<file path="src/rtl/sample_capture.sv">
// ============================================================================
// Module   : sample_capture
// Brief    : Triggered capture buffer for a sample stream. Keeps pre-trigger
//            history in a circular RAM, fills post-trigger samples, then
//            streams the record oldest-first over a valid/ready port.
//            Optional macro CAPTURE_AUTO_TRIG_EN adds a rising-level trigger.
// Revision : 1.0 - initial release
// ============================================================================
`default_nettype none

module sample_capture #(
    parameter int D_WIDTH    = 8,
    parameter int A_WIDTH    = 8,
    parameter int TRIG_LEVEL = 128
) (
    input  logic               clk,
    input  logic               rst,
    input  logic               en,
    input  logic [D_WIDTH-1:0] din,
    input  logic               arm,
    input  logic               trig,
    input  logic [A_WIDTH-1:0] pretrig,
    input  logic               rd_ready,
    output logic               rd_valid,
    output logic [D_WIDTH-1:0] rd_data,
    output logic               rd_last,
    output logic               busy,
    output logic               done
);

    localparam int                 c_depth      = 1 << A_WIDTH;
    localparam logic [A_WIDTH:0]   c_fill_max   = {1'b1, {A_WIDTH{1'b0}}};
    localparam logic [A_WIDTH:0]   c_one_f      = (A_WIDTH+1)'(1);
    localparam logic [A_WIDTH-1:0] c_one_a      = A_WIDTH'(1);
    localparam logic [A_WIDTH-1:0] c_pt_max     = {A_WIDTH{1'b1}};
    localparam logic [D_WIDTH-1:0] c_trig_level = TRIG_LEVEL[D_WIDTH-1:0];

    localparam logic [1:0] c_st_idle  = 2'd0;
    localparam logic [1:0] c_st_armed = 2'd1;
    localparam logic [1:0] c_st_post  = 2'd2;
    localparam logic [1:0] c_st_read  = 2'd3;

    logic [1:0]         r_state;
    logic [A_WIDTH-1:0] r_wptr;
    logic [A_WIDTH:0]   r_fill;
    logic [A_WIDTH-1:0] r_pt;
    logic [A_WIDTH-1:0] r_post;
    logic [A_WIDTH-1:0] r_tptr;
    logic [A_WIDTH-1:0] r_raddr;
    logic [A_WIDTH:0]   r_left;
    logic               r_rd_init;
    logic               r_rd_valid;
    logic [D_WIDTH-1:0] r_rd_data;
    logic               r_rd_last;
    logic               r_done;
    logic [D_WIDTH-1:0] r_mem [c_depth];

    logic w_trig;
    logic w_we;
    logic w_load;

`ifdef CAPTURE_AUTO_TRIG_EN
    logic [D_WIDTH-1:0] r_prev;

    always_ff @(posedge clk) begin
        if (rst) begin
            r_prev <= '0;
        end else if (en) begin
            r_prev <= din;
        end
    end

    assign w_trig = trig | ((r_prev < c_trig_level) && (din >= c_trig_level));
`else
    logic w_unused_trig_level;
    assign w_unused_trig_level = ^c_trig_level;
    assign w_trig              = trig;
`endif

    assign w_we   = en && !rst && ((r_state == c_st_armed) || (r_state == c_st_post));
    // Refill the output register whenever it is empty or being consumed this cycle.
    assign w_load = (r_left != '0) && (!r_rd_valid || rd_ready);

    always_ff @(posedge clk) begin
        if (w_we) begin
            r_mem[r_wptr] <= din;
        end
    end

    always_ff @(posedge clk) begin
        if (rst) begin
            r_state    <= c_st_idle;
            r_wptr     <= '0;
            r_fill     <= '0;
            r_pt       <= '0;
            r_post     <= '0;
            r_tptr     <= '0;
            r_raddr    <= '0;
            r_left     <= '0;
            r_rd_init  <= 1'b0;
            r_rd_valid <= 1'b0;
            r_rd_data  <= '0;
            r_rd_last  <= 1'b0;
            r_done     <= 1'b0;
        end else begin
            r_done <= 1'b0;
            case (r_state)
                c_st_idle: begin
                    if (arm) begin
                        r_pt    <= pretrig;
                        r_fill  <= '0;
                        r_state <= c_st_armed;
                    end
                end
                c_st_armed: begin
                    if (en) begin
                        r_wptr <= r_wptr + c_one_a;
                        if (r_fill != c_fill_max) begin
                            r_fill <= r_fill + c_one_f;
                        end
                        // Fill is compared before this cycle's write is counted.
                        if (w_trig && (r_fill >= {1'b0, r_pt})) begin
                            r_tptr <= r_wptr;
                            r_post <= ~r_pt;
                            if (r_pt == c_pt_max) begin
                                r_state   <= c_st_read;
                                r_done    <= 1'b1;
                                r_rd_init <= 1'b1;
                            end else begin
                                r_state <= c_st_post;
                            end
                        end
                    end
                end
                c_st_post: begin
                    if (en) begin
                        r_wptr <= r_wptr + c_one_a;
                        r_post <= r_post - c_one_a;
                        if (r_post == c_one_a) begin
                            r_state   <= c_st_read;
                            r_done    <= 1'b1;
                            r_rd_init <= 1'b1;
                        end
                    end
                end
                c_st_read: begin
                    if (r_rd_init) begin
                        r_rd_init <= 1'b0;
                        r_raddr   <= r_tptr - r_pt;
                        r_left    <= c_fill_max;
                    end else if (w_load) begin
                        r_rd_data  <= r_mem[r_raddr];
                        r_rd_valid <= 1'b1;
                        r_rd_last  <= (r_left == c_one_f);
                        r_raddr    <= r_raddr + c_one_a;
                        r_left     <= r_left - c_one_f;
                    end else if (r_rd_valid && rd_ready) begin
                        r_rd_valid <= 1'b0;
                        r_rd_last  <= 1'b0;
                        if (r_rd_last) begin
                            r_state <= c_st_idle;
                        end
                    end
                end
                default: r_state <= c_st_idle;
            endcase
        end
    end

    assign rd_valid = r_rd_valid;
    assign rd_data  = r_rd_data;
    assign rd_last  = r_rd_last;
    assign done     = r_done;
    assign busy     = (r_state != c_st_idle);

endmodule

`default_nettype wire

</file>
<file path="config.mk">
export PLATFORM = sky130hd
export DESIGN_NAME = sample_capture
export DESIGN_NICKNAME = d
export VERILOG_FILES = /design/src/rtl/sample_capture.sv
export SDC_FILE = /design/constraint.sdc
export NUM_CORES = 2
export LEC_CHECK = 0
export ABC_AREA = 0
export ABC_CLOCK_PERIOD_IN_PS = 3260
export CAP_MARGIN = 20
export CORE_AREA = 2 2 413 415
export CTS_BUF_LIST = sky130_fd_sc_hd__clkbuf_16
export CTS_CLUSTER_DIAMETER = 200
export DETAILED_ROUTE_END_ITERATION = 8
export DIE_AREA = 0 0 415 417
export HOLD_SLACK_MARGIN = 0.15
export PLACE_DENSITY = 0.65
export REMOVE_ABC_BUFFERS = 1
export SYNTH_ARGS = -nofsm -noshare
export SYNTH_HDL_FRONTEND = slang
export SYNTH_SLANG_ARGS = --single-unit
</file>
<file path="constraint.sdc">
create_clock -name clk -period 3.26 [get_ports clk]
set_input_delay 0.652 -clock clk [delete_from_list [all_inputs] [get_ports clk]]
set_output_delay 0.652 -clock clk [all_outputs]
set_load 0.1 [all_outputs]
</file>
---- After elaboration in Yosys (flattened, before gate mapping) ----
Memories as Yosys holds them, arrays and structs flattened. A register that Yosys moved wholly into a read port is not among the register bits.
Cells that the tools add are included.
Widths: inputs -> output; s select.
storage, ports and cells
  bits in registers ....................... 64
  latch bits .............................. 0
  RAM bits ................................ 2048
  bits in read-only memories .............. 0
  bits of input ports ..................... 22
  output and inout port bits .............. 12
  logic and storage cells ................. 108
  memories ................................ 1
operators by class
  add/subtract/negate cells ............... 6
  multipliers ............................. 0
  div/mod/pow operators ................... 0
  $lt $le $gt $ge ......................... 1
  equality and inequality tests ........... 18
  shift operators ......................... 0
  multiplexer cells ....................... 40
  bitwise logic cells ..................... 2
  reduce and logical (&&, ||, !) cells .... 28
memories
  memory  depth  width  read ports  clocked after Yosys merged registers in  wr ports  RTL line  text
  r_mem   256    8      1           1                                        1         56        logic [D_WIDTH-1:0] r_mem [c_depth];
operators by type and width
  operator             count
  $mux 9               5
  $mux 8               5
  $mux 2               9
  $pmux 9 s2           1
  $add 8x1->8 const B  2
  $mux 1               16
  $pmux 8 s2           1
  $ne 2x2->1 const B   7
  $reduce_bool 2->1    5
  $add 9x1->9 const B  1
  $eq 9x1->1 const B   1
  $ge 9x8->1           1
  $ne 9x9->1 const B   1
  $reduce_and 3->1     3
  $reduce_and 9->1     1
  $reduce_bool 9->1    1
  $sub 9x1->9 const B  1
  $eq 8x1->1 const B   1
  $eq 8x8->1 const B   1
  $ne 2x1->1 const B   4
  $not 8->8            1
  $pmux 2 s4           1
  $reduce_and 4->1     2
  $sub 8x1->8 const B  1
  14 further kinds     23

---- Longest topological paths before layout ----
  depth after elaboration ................. 6
  mapped depth ............................ 13
  depth with buffers taken out ............ 11

---- Least setup slack after synthesis ----
OpenSTA, ideal clock, no wires.
  kind .................................... register to register
  start ................................... reg r_raddr[0]
  end ..................................... reg r_rd_data[1] (netlist: rd_data[1]), read port of r_mem
  library setup time ...................... 131 ps
  arrival ................................. 2407 ps
  required time ........................... 3129 ps
  path slack .............................. 722 ps
  stages on the path, launching flop included .. 12
  buffers on the path ..................... 4
  period minus slack after synthesis ...... 2538 ps
  path through ............................ dfxtp_1 buf_6 buf_6 buf_6 buf_2 mux4_2 mux2i_1 nor2_1 a311oi_1 o211ai_1 o2111ai_2 o41ai_2
RTL lines
  item                    RTL line  text
  from (decl)             49        logic [A_WIDTH-1:0] r_raddr;
  from (signal assigned)  149       r_raddr <= r_tptr - r_pt;
  from (signal assigned)  155       r_raddr <= r_raddr + c_one_a;
  to (decl)               53        logic [D_WIDTH-1:0] r_rd_data;

==> results.md <==
* I/O Buffers at 33
* Static leakage at 30.5 nW
* Die Y at 417 um
* CP endpoint kind: flop
* CTS tree: yes
* RSZ-0062 raised after global routing: true
* Combinational power share at 5.6%
* Synth unique cells at 85
* Min cycle time layout at 3.19 ns
* Most frequent cells in the layout: edfxtp_1, buf_4, mux4_2, nor2_1, clkbuf_16
* Initial Util at 49.8%
* Final Skew at 0.0566 ns
* Hold Vio Cnt, Final at 0
* Initial antenna violation count at 8
* Via Count at 44400
* Peak supply drop at 0.466 mV
* Core Util, Final at 57.7%
* Multiplexer area fraction after synthesis at 15.5%
* Synth Area in Adders at 0.471%
* Power share of the sequential group at 53.4%
* Root buffer cell: clkbuf_16
* Largest net degree at the start of global routing at 105
* Simple-gate portion of the synthesized area at 3.28%
* Commonest non-fill, non-tap cell in the layout: edfxtp_1
* Layout area overhead at 15.8%
* Drt wl/cell at 30.5 um
* Ys async rst share at 0%
* Grt met1 use at 36.4%
* Syn Std Cell Area at 83900 um2
* Critical Path AT at 3.93 ns
* Crit Path Class: reg -> reg
* Max Freq at 314 MHz
* DRT iter0 DRCs at 6122
* Number of instances in the placed design at 6771
* TritonRoute pass-1 iters at 6
* Post-Synth XOR/XNOR Area at 0.157%
* Layout cell share with drive strength beyond 1 at 29.0%
* Die X at 415 um
* Gpl congestion at 0.914
* Internal Power at 43.7 mW
* Number of flops mapped to enable cells by yosys at 2048
* Switching power at 12.6 mW
* Maxcap violations at 0
* GRT Overall Usage at 25.3%
* Post-Route WL at 218 mm
* Hpwl dp at 140 mm
* Startpoint types: flop
* Slew @ Worst Pin at 0.868 ns
* Main combinational cell family by area after synthesis: multiplexers
* Slew Limit Fails at 0
* Status: finished, final reports clean
* Global-route wire length before repair at 315 mm
* Final Cycle Share at 97.7%
* Core Region at 169000 um2
* Share of the synthesized area in the top cell type at 73.3%
* Post-Syn Instances at 4180
* Compound-cell area share of the yosys netlist at 3.39%
* Vias in the first global route at 44000
* Top post-synthesis cells by area: edfxtp_1, mux4_2, mux2i_1
* Grt met2 use at 38.7%
* Seq/Total Area, Yosys at 75.0%
* Synth warn at 0
* Power per cell area at 579 nW/um2
* Total negative slack at 0 ns
* Crit path required time at 4.01 ns
* Worst Path Max Fanout at 20
* ANT cells at 0
* FF+latch count, synth at 2120
* Hold WS at 0.325 ns
* Worst min path class: in -> reg
* # rows at 151
* H-tree Lvls at 4
* Rel. slew slack at 42.0%
* CTS buffer count at 211
* Final setup violation count at 0
* Maximum clock insertion buffer count at 3
* Ys flop type: edfxtp_1
* Sw Ratio at 22.3%
* Postcts setup bufs at 0
* Num ports at 34
* DIE AREA at 173000 um2
* TritonCTS Sinks at 2120
* # nets final at 4820
* Cell Count, Final, Fillers Out at 7158
* Remaining Overflow, GRT at 0
* Layer with the highest usage: met2
* Final ANT Viol Nets at 0
* Via density at 6.21
* Post-synth top area cell: edfxtp_1
* Syn avg cell area at 20.1 um2
* Met3 usage at 5.51%
* Clk pwr share at 41.0%
* Clk_lat worst skew at 0.87 ns
* Clock transition at the registers of the reported paths at 0.06 ns
* DRC violations left at 0
[per-layer routing]
layer / share of wire, % / wire [um]
met1: 41 / 88500
met2: 46 / 101000
met3: 9.5 / 20700
met4: 3.5 / 7730
met5: 0.018 / 40
[per-stage QoR]
stage | power (mW) | instance area, um2 | worst slack, ns
final | 56.3 | 97200 | 0.0737
after detailed placement | 33.8 | 90500 | -0.495
after global placement | 33.7 | 90500 | -0.530
after floorplan | 33.0 | 82200 | -23.44
after CTS | 56.6 | 97100 | 0.00905
after global routing | 57.9 | 97200 | -0.0456
[cell families after synthesis]
| kind of cell | count (synthesis) |
|---|---|
| fa+ha+maj | 31 |
| flops | 2120 |
| compound gates | 420 |
| xor+xnor | 15 |
| simple gates | 638 |
| buf+inv | 281 |
| mux | 675 |
[repair_timing]
action	in CTS	in global routing
gates resized for setup	5	14
pin swaps	0	1
endpoints found under the setup margin	3	8
hold buffers	1	0
hold endpoints to repair	8	0
[final timing paths]
path         depth (start not counted)  slack [ns]             to        from
min                                  1        0.32  r_mem[152][2]      din[2]
max reg2reg                          9        0.07     rd_data[4]  r_raddr[0]
max                                  9        0.07     rd_data[4]  r_raddr[0]
min reg2reg                          2        0.50      r_post[6]   r_post[6]
[state kept, by name (all words and copies together), names as in the netlist]
signal and count:
done 1, r_fill 9, r_left 9, r_mem 2048
r_post 8, r_pt 8, r_raddr 8, r_rd_init 1
r_state 2, r_tptr 8, r_wptr 8, rd_data 8
rd_last 1, rd_valid 1
[power by group through the flow]
stage	clock network, mW	logic [mW]	registers [mW]
final	23.1	3.16	30.1
after global routing	24.5	3.37	30.1
after CTS	23.4	3.15	30.1
after detailed placement	0	3.13	30.6
after global placement	0	3.08	30.6
after floorplan	0	2.14	30.8
[critical path, stage by stage (launching register included)]
cell      delay [ns]
dfxtp_4         0.48
buf_12          0.20
buf_12          0.21
mux4_2          0.52
a22o_1          0.25
a21oi_1         0.20
nand4_1         0.23
o211ai_1        0.43
nand3_1         0.24
a31o_1          0.27
[cells in the mapped netlist, types with 31 or more instances]
master	instances
dfxtp_1	72
edfxtp_1	2048
a21oi_1	102
buf_2	55
nand3_1	61
nor2_1	363
o21ai_0	59
mux2i_1	159
mux4_2	478
nand2_1	100
clkbuf_1	85
buf_6	39
a22oi_1	44
nor3_1	31
inv_1	32
[area by class of cell]
cell class,count,area [um2]
Tap cell,2218,2780
Multi-Input combinational cell,1779,19300
Fill cell,12300,71300
Clock buffer,211,5280
Sequential cell,2120,63000
Inverter,34,128
Timing Repair Buffer,621,5410
Clock inverter,175,1380
Power figures use the tool's default switching activity.
